--- src/rtl/can_tx_if.sv ---
// Frame-request and serial-line bundle between a CAN frame source and the can_tx serializer.
interface can_tx_if;
    logic        i_Tx_DV;
    logic [10:0] i_Tx_Id;
    logic        i_Tx_Rtr;
    logic [3:0]  i_Tx_Dlc;
    logic [63:0] i_Tx_Data;
    logic        o_Tx_Serial;
    logic        o_Tx_Active;
    logic        o_Tx_Done;

    modport master (
        output i_Tx_DV, i_Tx_Id, i_Tx_Rtr, i_Tx_Dlc, i_Tx_Data,
        input  o_Tx_Serial, o_Tx_Active, o_Tx_Done
    );

    modport slave (
        input  i_Tx_DV, i_Tx_Id, i_Tx_Rtr, i_Tx_Dlc, i_Tx_Data,
        output o_Tx_Serial, o_Tx_Active, o_Tx_Done
    );
endinterface

--- src/rtl/can_tx.sv ---
// CAN 2.0A base-frame serializer with a fixed 64-bit data field and serial CRC-15.
// Define CAN_TX_BIT_STUFF_EN to insert stuff bits from SOF through the CRC field.
module can_tx #(
    parameter int unsigned CLKS_PER_BIT = 10
) (
    input logic     i_Clock,
    input logic     i_Rst_n,
    can_tx_if.slave bus
);
    localparam int unsigned CNT_W = (CLKS_PER_BIT > 1) ? $clog2(CLKS_PER_BIT) : 1;
    localparam int unsigned IDX_W = 7;
    localparam int unsigned CRC_W = 15;
    localparam logic [CNT_W-1:0] CNT_LAST = CNT_W'(CLKS_PER_BIT - 1);
    localparam logic [CRC_W-1:0] CRC_POLY = 15'h4599;

    localparam logic [2:0] ST_IDLE  = 3'd0;
    localparam logic [2:0] ST_SOF   = 3'd1;
    localparam logic [2:0] ST_ARB   = 3'd2;
    localparam logic [2:0] ST_CTRL  = 3'd3;
    localparam logic [2:0] ST_DATA  = 3'd4;
    localparam logic [2:0] ST_CRC   = 3'd5;
    localparam logic [2:0] ST_TRAIL = 3'd6;
    localparam logic [2:0] ST_DONE  = 3'd7;

    logic [2:0]       state_q, state_nx;
    logic [CNT_W-1:0] cnt_q, cnt_nx;
    logic [IDX_W-1:0] idx_q, idx_nx;
    logic [CRC_W-1:0] crc_q, crc_nx;
    logic [10:0]      id_q, id_nx;
    logic             rtr_q, rtr_nx;
    logic [3:0]       dlc_q, dlc_nx;
    logic [63:0]      data_q, data_nx;
    logic             serial_nx, active_nx, done_nx;
    logic             bit_end;
    logic             next_bit;
`ifdef CAN_TX_BIT_STUFF_EN
    logic             stuff_q, stuff_nx;
    logic             run_bit_q, run_bit_nx;
    logic [2:0]       run_len_q, run_len_nx;
`endif

    // Field state owning a given unstuffed frame-bit index.
    function automatic logic [2:0] field_state(input logic [IDX_W-1:0] idx);
        logic [2:0] s;
        if (idx == 7'd0)       s = ST_SOF;
        else if (idx <= 7'd12) s = ST_ARB;
        else if (idx <= 7'd18) s = ST_CTRL;
        else if (idx <= 7'd82) s = ST_DATA;
        else if (idx <= 7'd97) s = ST_CRC;
        else                   s = ST_TRAIL;
        return s;
    endfunction

    // Unstuffed wire value of frame bit idx; delimiters, ACK and EOF are recessive.
    function automatic logic frame_bit(input logic [IDX_W-1:0] idx, input logic [10:0] id,
                                       input logic rtr, input logic [3:0] dlc,
                                       input logic [63:0] data, input logic [CRC_W-1:0] crc);
        logic b;
        b = 1'b1;
        if (idx == 7'd0)       b = 1'b0;
        else if (idx <= 7'd11) b = id[4'(7'd11 - idx)];
        else if (idx == 7'd12) b = rtr;
        else if (idx <= 7'd14) b = 1'b0;
        else if (idx <= 7'd18) b = dlc[2'(7'd18 - idx)];
        else if (idx <= 7'd82) b = data[6'(7'd82 - idx)];
        else if (idx <= 7'd97) b = crc[4'(7'd97 - idx)];
        return b;
    endfunction

    function automatic logic [CRC_W-1:0] crc_step(input logic [CRC_W-1:0] crc, input logic b);
        logic [CRC_W-1:0] c;
        c = {crc[CRC_W-2:0], 1'b0};
        if (b ^ crc[CRC_W-1]) c = c ^ CRC_POLY;
        return c;
    endfunction

    assign bit_end = (cnt_q == CNT_LAST);

    // Next-state, bit sequencing and next registered outputs.
    always_comb begin
        state_nx  = state_q;
        cnt_nx    = cnt_q;
        idx_nx    = idx_q;
        crc_nx    = crc_q;
        id_nx     = id_q;
        rtr_nx    = rtr_q;
        dlc_nx    = dlc_q;
        data_nx   = data_q;
        serial_nx = bus.o_Tx_Serial;
        active_nx = bus.o_Tx_Active;
        done_nx   = 1'b0;
        next_bit  = 1'b1;
`ifdef CAN_TX_BIT_STUFF_EN
        stuff_nx   = stuff_q;
        run_bit_nx = run_bit_q;
        run_len_nx = run_len_q;
`endif
        case (state_q)
            ST_IDLE: begin
                serial_nx = 1'b1;
                active_nx = 1'b0;
                if (bus.i_Tx_DV) begin
                    state_nx  = ST_SOF;
                    cnt_nx    = '0;
                    idx_nx    = '0;
                    crc_nx    = '0;
                    id_nx     = bus.i_Tx_Id;
                    rtr_nx    = bus.i_Tx_Rtr;
                    dlc_nx    = bus.i_Tx_Dlc;
                    data_nx   = bus.i_Tx_Data;
                    serial_nx = 1'b0;
                    active_nx = 1'b1;
`ifdef CAN_TX_BIT_STUFF_EN
                    stuff_nx   = 1'b0;
                    run_bit_nx = 1'b0;
                    run_len_nx = 3'd1;
`endif
                end
            end
            ST_DONE: begin
                state_nx  = ST_IDLE;
                serial_nx = 1'b1;
                active_nx = 1'b0;
            end
            default: begin
                cnt_nx = cnt_q + CNT_W'(1);
                if (bit_end) begin
                    cnt_nx = '0;
`ifdef CAN_TX_BIT_STUFF_EN
                    // A stuff bit ends: resume the frame at the already-advanced index.
                    if (stuff_q) begin
                        stuff_nx  = 1'b0;
                        next_bit  = frame_bit(idx_q, id_q, rtr_q, dlc_q, data_q, crc_q);
                        serial_nx = next_bit;
                        if (next_bit == run_bit_q) run_len_nx = run_len_q + 3'd1;
                        else begin
                            run_bit_nx = next_bit;
                            run_len_nx = 3'd1;
                        end
                    end else
`endif
                    begin
                        if (idx_q <= 7'd82) crc_nx = crc_step(crc_q, bus.o_Tx_Serial);
                        if (idx_q == 7'd101) begin
                            state_nx  = ST_DONE;
                            idx_nx    = '0;
                            serial_nx = 1'b1;
                            active_nx = 1'b0;
                            done_nx   = 1'b1;
                        end else begin
                            idx_nx   = idx_q + 7'd1;
                            state_nx = field_state(idx_nx);
`ifdef CAN_TX_BIT_STUFF_EN
                            if (run_len_q == 3'd5 && idx_q <= 7'd97) begin
                                stuff_nx   = 1'b1;
                                serial_nx  = ~run_bit_q;
                                run_bit_nx = ~run_bit_q;
                                run_len_nx = 3'd1;
                            end else
`endif
                            begin
                                next_bit  = frame_bit(idx_nx, id_q, rtr_q, dlc_q, data_q, crc_nx);
                                serial_nx = next_bit;
`ifdef CAN_TX_BIT_STUFF_EN
                                if (next_bit == run_bit_q) run_len_nx = run_len_q + 3'd1;
                                else begin
                                    run_bit_nx = next_bit;
                                    run_len_nx = 3'd1;
                                end
`endif
                            end
                        end
                    end
                end
            end
        endcase
    end

    always_ff @(posedge i_Clock or negedge i_Rst_n) begin
        if (!i_Rst_n) begin
            state_q         <= ST_IDLE;
            cnt_q           <= '0;
            idx_q           <= '0;
            crc_q           <= '0;
            id_q            <= '0;
            rtr_q           <= 1'b0;
            dlc_q           <= '0;
            data_q          <= '0;
            bus.o_Tx_Serial <= 1'b1;
            bus.o_Tx_Active <= 1'b0;
            bus.o_Tx_Done   <= 1'b0;
`ifdef CAN_TX_BIT_STUFF_EN
            stuff_q   <= 1'b0;
            run_bit_q <= 1'b0;
            run_len_q <= '0;
`endif
        end else begin
            state_q         <= state_nx;
            cnt_q           <= cnt_nx;
            idx_q           <= idx_nx;
            crc_q           <= crc_nx;
            id_q            <= id_nx;
            rtr_q           <= rtr_nx;
            dlc_q           <= dlc_nx;
            data_q          <= data_nx;
            bus.o_Tx_Serial <= serial_nx;
            bus.o_Tx_Active <= active_nx;
            bus.o_Tx_Done   <= done_nx;
`ifdef CAN_TX_BIT_STUFF_EN
            stuff_q   <= stuff_nx;
            run_bit_q <= run_bit_nx;
            run_len_q <= run_len_nx;
`endif
        end
    end
endmodule
--- src/flat_wrapper.sv ---
// flat-port wrapper written by rule: the top's interface ports become plain ports
module can_tx_flat 
#(
    parameter int unsigned CLKS_PER_BIT = 10
)
  (i_Clock, i_Rst_n, bus_i_Tx_DV, bus_i_Tx_Id, bus_i_Tx_Rtr, bus_i_Tx_Dlc, bus_i_Tx_Data, bus_o_Tx_Serial, bus_o_Tx_Active, bus_o_Tx_Done);
  can_tx_if bus_i ();
  input logic i_Clock;
  input logic i_Rst_n;
  input wire logic [$bits(bus_i.i_Tx_DV)-1:0] bus_i_Tx_DV;
  input wire logic [$bits(bus_i.i_Tx_Id)-1:0] bus_i_Tx_Id;
  input wire logic [$bits(bus_i.i_Tx_Rtr)-1:0] bus_i_Tx_Rtr;
  input wire logic [$bits(bus_i.i_Tx_Dlc)-1:0] bus_i_Tx_Dlc;
  input wire logic [$bits(bus_i.i_Tx_Data)-1:0] bus_i_Tx_Data;
  output wire logic [$bits(bus_i.o_Tx_Serial)-1:0] bus_o_Tx_Serial;
  output wire logic [$bits(bus_i.o_Tx_Active)-1:0] bus_o_Tx_Active;
  output wire logic [$bits(bus_i.o_Tx_Done)-1:0] bus_o_Tx_Done;
  assign bus_i.i_Tx_DV = bus_i_Tx_DV;
  assign bus_i.i_Tx_Id = bus_i_Tx_Id;
  assign bus_i.i_Tx_Rtr = bus_i_Tx_Rtr;
  assign bus_i.i_Tx_Dlc = bus_i_Tx_Dlc;
  assign bus_i.i_Tx_Data = bus_i_Tx_Data;
  assign bus_o_Tx_Serial = bus_i.o_Tx_Serial;
  assign bus_o_Tx_Active = bus_i.o_Tx_Active;
  assign bus_o_Tx_Done = bus_i.o_Tx_Done;
  can_tx #(.CLKS_PER_BIT(CLKS_PER_BIT)) u_core (.i_Clock(i_Clock), .i_Rst_n(i_Rst_n), .bus(bus_i));
endmodule
--- config.mk ---
export PLATFORM = sky130hd
export DESIGN_NAME = can_tx_flat
export DESIGN_NICKNAME = d
export VERILOG_FILES = /design/src/rtl/can_tx_if.sv /design/src/rtl/can_tx.sv /design/src/flat_wrapper.sv
export SDC_FILE = /design/constraint.sdc
export NUM_CORES = 1
export LEC_CHECK = 0
export CAP_MARGIN = 20
export CELL_PAD_IN_SITES_DETAIL_PLACEMENT = 2
export CELL_PAD_IN_SITES_GLOBAL_PLACEMENT = 2
export CORE_UTILIZATION = 38
export CTS_BUF_LIST = sky130_fd_sc_hd__clkbuf_4
export CTS_CLUSTER_SIZE = 10
export DETAILED_ROUTE_END_ITERATION = 6
export PLACE_DENSITY = 0.91
export SKIP_CTS_REPAIR_TIMING = 1
export SYNTH_ARGS = -nofsm -noshare
export SYNTH_HDL_FRONTEND = slang
export SYNTH_SLANG_ARGS = --single-unit
export TNS_END_PERCENT = 100
--- constraint.sdc ---
create_clock -name i_Clock -period 10 [get_ports i_Clock]
set_clock_uncertainty 0.15 [all_clocks]
set_input_delay 1 -clock i_Clock [delete_from_list [all_inputs] [get_ports i_Clock]]
set_output_delay 1 -clock i_Clock [all_outputs]
set_load 0.1 [all_outputs]
# --- Word-level counts from Yosys, hierarchy flattened ---
# Cells that the tools add are included.
totals:
  ram_bits: 0
  rom_bits: 0
  word_cells: 96
  regBits: 112
  in_bits: 83
  latchBits: 0
  memories: 0
op_classes:
  eq_ne: 5
  bitwise_logic: 3
  multipliers: 0
  n_lt_le_gt_ge: 11
  shift: 0
  n_reduce_logical: 11
  n_addsub: 6
  mux: 49
  n_div: 0
op_table:
  columns: ["op", "n"]
  rows:
  - ["two-way mux 15 bit", 6]
  - ["one-hot mux 15 bit (2 select lines)", 1]
  - ["<= comparator 7 x 4 -> 1 bit (second input constant)", 3]
  - ["<= comparator 7 bit (second input constant)", 3]
  - ["two-way mux 3 bit", 7]
  - ["two-way mux 7 bit", 3]
  - ["two-way mux 1 bit", 20]
  - ["one-hot mux 7 bit (2 select lines)", 1]
  - ["less-than comparator 4 x 5 -> 1 bit (second input constant)", 2]
  - ["binary-select mux 1 bit (select 4 bit)", 2]
  - ["two-way mux 4 bit", 2]
  - ["one-hot mux 4 bit (2 select lines)", 1]
  - ["AND reduction 2 bit", 4]
  - ["adder 7 x 1 -> 7 bit (second input constant)", 1]
  - ["equality test 7 x 4 -> 1 bit (second input constant)", 1]
  - ["equality test 7 bit (second input constant)", 1]
  - ["<= comparator 7 x 5 -> 1 bit (second input constant)", 1]
  - ["zero test 7 bit", 1]
  - ["less-than comparator 6 x 7 -> 1 bit (second input constant)", 1]
  - ["inverter 7 bit", 1]
  - ["binary-select mux 1 bit (select 6 bit)", 1]
  - ["one-hot mux 3 bit (2 select lines)", 1]
  - ["nonzero test 3 bit", 2]
  - ["subtractor 5 x 6 -> 6 bit (first input constant)", 1]
  - ["17 further kinds", 18]

# --- Depth between registers and ports, before layout ---
depth:
  depth_word: 17
  depth_mapped: 13
  depth_no_buf: 12

# --- Worst setup path after synthesis ---
# OpenSTA, ideal clock, no wires.
synth_path:
  kind: "register to register"
  start: "reg u_core.idx_q[0]"
  end: "reg u_core.bus.o_Tx_Serial"
  arrival_time_ns: 3.639
  slack_ns: 6.122
  period_less_slack_ns: 3.878
  stages_incl_launch_ff: 14
  path_cell_list: "dfrtp_1 clkbuf_1 clkinv_1 ha_1 clkbuf_1 clkinv_1 ha_1 mux2_2 a31oi_1 xnor2_1 mux2i_1 a211oi_1 a2111o_1 a311oi_2"
synth_between:
  elab_chain_len: 16
synth_rtl:
  columns: ["element", "line", "text"]
  rows:
  - ["start, declared", "can_tx.sv:27", "logic [IDX_W-1:0] idx_q, idx_nx;"]
  - ["start signal, assigned", "can_tx.sv:200", "idx_q <= idx_nx;"]
  - ["branches (longest 13 deep; another with adder 7 x 1 -> 7 bit)", null, null]
  - ["two-way mux 1 bit (*)", "can_tx.sv:144", "if (idx_q == 7'd101) begin"]
  - ["two-way mux 1 bit (*)", "can_tx.sv:127", "if (bit_end) begin"]
  - ["one-hot mux 1 bit (2 select lines) (*)", "can_tx.sv:98", "case (state_q)"]
  - ["end signal, assigned", "can_tx.sv:206", "bus.o_Tx_Serial <= serial_nx;"]
  - ["end, declared", "can_tx_if.sv:19", "output o_Tx_Serial, o_Tx_Active, o_Tx_Done"]
# Mark *: on every way between the ends. The select of a mux whose other input is x is not followed.
# A chain may end at the register's enable or synchronous reset.

# --- Worst setup path in the final report ---
# Ends and elaborated chain as after synthesis.

==> flow_summary.yaml <==
worst_setup_path:
  worstPathArrival_ns: 4.90
  crit_buf_inv: 3
  crit_type: "reg2reg"
  critPathTopFamily: "buffers and inverters"
  slowest_delay_ns: 0.67
  worst_setup_path_start_kind: "flip-flop"
  critical_path.endpoint_type: "flip-flop"
  critPathRequiredTime_ns: 10.29
  cpMaxStageDelayCell: "ha_1"
  critical_path.max_fanout: 37
  crit_chain: "buf_4, clkinv_1, ha_1, clkinv_1, ha_1, mux2_2, a31oi_1, xnor2_1, mux2i_1, a211oi_1, a2111o_1, a311oi_2"
global_route:
  grtUsageMet3_pct: 4.05
  antenna_found_initial: 1
  grt_use_met2_pct: 42.8
  grt_use_total_pct: 24.3
  grt_max_degree: 85
  grt_pass1_wl_microns: 29800
  grt.overflow.total: 0
  gr-max-usage-layer: "met2"
  met1_usage_pct: 30.2
  grt_pass1_vias: 5519
pwr:
  pwr_density_cell_nw_per_um2: 109
  power.leakage_nw: 3.47
  peakVddDrop_uv: 48.4
final_layout:
  drive_gt1_share_pct: 7.70
  seq_area_sq_um: 2800
  fin_cells: 903
  multi_input_area_sq_um: 2920
  nNetsFinal: 806
  fill_cells: 1655
  syn2layout_area_growth_pct: 19.9
floorplan:
  num_rows: 45
  die_h_microns: 127
  dieArea_sq_um: 16100
  core-area_sq_um: 15200
  ioPinCount: 86
  start_util_pct: 38.9
  die_w_microns: 127
clock_network:
  worstSkewPairLatency_ns: 0.51
  cts_tree: "done"
  cts_max_level: 3
  clk_pin_slew_ns: 0.18
  cts_buffer_depth: 2
  root_buffer: "clkbuf_4"
  numCtsBuffers: 9
  cts_sinks: 112
yosys:
  yosys_warnings: 0
  ys.flop_type: "dfrtp_1"
  async_flop_share_pct: 100
  synthCells: 641
  synth.yosys.seq_area_share_pct: 47.4
  ys_top_cells_by_count: "274 x nand2_1, 111 x dfrtp_1, 28 x clkbuf_1"
  synth_edf_count: 0
  yosysMostFrequentCell: "nand2_1"
  syn_avg_cell_area_sq_um: 9.23
  syn_nets: 738
  synth_area_sq_um: 5920
  yosysTopAreaCell: "dfrtp_1"
  synthTopCellsByArea: "dfrtp_1 47%, nand2_1 17%, mux4_2 5.7%"
  synth.top_cell.area_share_pct: 46.9
  ys_types: 63
  ys_seq_elements: 112
placement:
  hpwl_microns: 13400
  port_buffers: 85
  gp_congestion: 0.873
  placed_cells: 884
detailed_routing:
  dr.first_iter.drc_count: 235
  routedWlPerCell_microns: 20.3
  drcViolationCount: 0
  drtPass1Iterations: 6
  routed_via_density: 5.48
  ant_nets: 0
  routed-via-count: 4946
  routed_wirelength_microns: 18400
min_path:
  hp-class: "in2async"
outcome:
  status: "finished, final reports clean"
timing:
  rsz0062_at_grt: "false"
  fin_crit_sh_pct: 46.1
  period_minus_slack_ns: 4.61
  max_freq_mhz: 217
  slew_headroom_pct: 32.4
  tightest_slew_ns: 1.01
  finalSetupViolCount: 0
  slew_viol_final: 0
  hold_viol: 0
  tns_ns: 0
run:
  maxCapViolations: 0
## metal layers
layer | wire [microns] | part of all wire [%] | vias up
met4 | 344 | 1.9 | 0
li1 | - | - | 2287
met3 | 629 | 3.4 | 26
met2 | 9390 | 51 | 102
met5 | 0 | 0 | -
met1 | 8010 | 44 | 2531
## state kept, by name, indices dropped and copies added, names as in the netlist
| name | flops |
|---|---|
| u_core.dlc_q | 4 |
| u_core.idx_q | 7 |
| u_core.data_q | 64 |
| u_core.crc_q | 15 |
| u_core.rtr_q | 1 |
| u_core.bus.o_Tx_Active | 1 |
| u_core.bus.o_Tx_Done | 1 |
| u_core.cnt_q | 4 |
| u_core.bus.o_Tx_Serial | 1 |
| u_core.id_q | 11 |
| u_core.state_q | 3 |
## cell families after synthesis
family	after synthesis	share of synthesized area, %
AOI/OAI and AO/OA	86	10.8
xor gates and xnor gates	18	3.26
adders and majority gates	14	2.96
buffers and inverters	44	3.34
DFF	112	47.4
muxes	41	10.2
and+or+nand+nor	326	22.0
## final cells by class
| type | count | area share (%) |
|---|---|---|
| multi-input cells | 485 | 41.2 |
| flip-flops and latches | 112 | 39.5 |
| repair buffers | 93 | 13.1 |
| well taps | 188 | 3.32 |
| clock inverters | 7 | 1.52 |
| clock buffers | 9 | 0.952 |
| inverters | 8 | 0.423 |
| diodes | 1 | 0.0353 |
## placed cells by master (no fill, tap or decap), types with 3 or more instances in the layout
cell / Yosys / routed
o211ai_1: 5 / 5
nor3_1: 4 / 4
nor2_1: 16 / 16
and2_1: 5 / 4
or3_1: 3 / 3
clkbuf_4: 0 / 9
a31oi_1: 4 / 4
mux4_2: 15 / 15
dfrtp_1: 111 / 111
a21o_1: 4 / 4
xor2_1: 5 / 5
a22o_1: 12 / 12
o22ai_1: 3 / 3
inv_1: 6 / 6
a21oi_1: 7 / 7
mux2i_1: 20 / 20
o21ai_0: 17 / 17
nand3_1: 11 / 11
nor2b_1: 3 / 3
buf_4: 2 / 8
o21a_1: 3 / 3
a211oi_1: 4 / 4
ha_1: 14 / 14
nand2_1: 274 / 273
xnor2_1: 10 / 10
clkdlybuf4s50_1: 0 / 84
mux2_2: 5 / 5
## power by group
group	total, W	switching (W)	leakage, nW	internal [W]
combinational	0.0000434	0.0000140	1.87	0.0000294
sequential	0.000453	0	1.51	0.000453
clock	0.000275	0.000169	0.0910	0.000106
## per-stage QoR
| stage | setup WS, ns | hold slack, ns | power, W | util [%] | cell area (sq um) |
|---|---|---|---|---|---|
| 2_1_floorplan | 6.12 | 0.290 | 0.000462 | - | 5920 |
| 3_3_place_gp | 5.72 | 0.303 | 0.000503 | 45.3 | 6880 |
| 3_5_place_dp | 5.42 | 0.321 | 0.000504 | 45.3 | 6880 |
| 4_1_cts | 5.33 | 0.206 | 0.000780 | 46.4 | 7060 |
| 5_1_grt | 5.00 | 0.223 | 0.000795 | 46.7 | 7100 |
| 6_report | 5.39 | 0.220 | 0.000772 | 46.7 | 7100 |
## worst paths after layout
path / from / end / slack [ns] / cells past startpoint
setup / recovery: u_core.idx_q[0] / u_core.bus.o_Tx_Serial / 5.39 / 12
hold reg to reg: u_core.data_q[60] / u_core.data_q[60] / 0.35 / 2
hold / removal: i_Rst_n / u_core.id_q[0] / 0.22 / 1
setup reg to reg: u_core.idx_q[0] / u_core.bus.o_Tx_Serial / 5.39 / 12
min in group i_Clock: u_core.data_q[60] / u_core.data_q[60] / 0.35 / 2
max in group asynchronous: i_Rst_n / u_core.bus.o_Tx_Serial / 8.46 / 3
No activity file was read; power rests on OpenSTA's default activity.
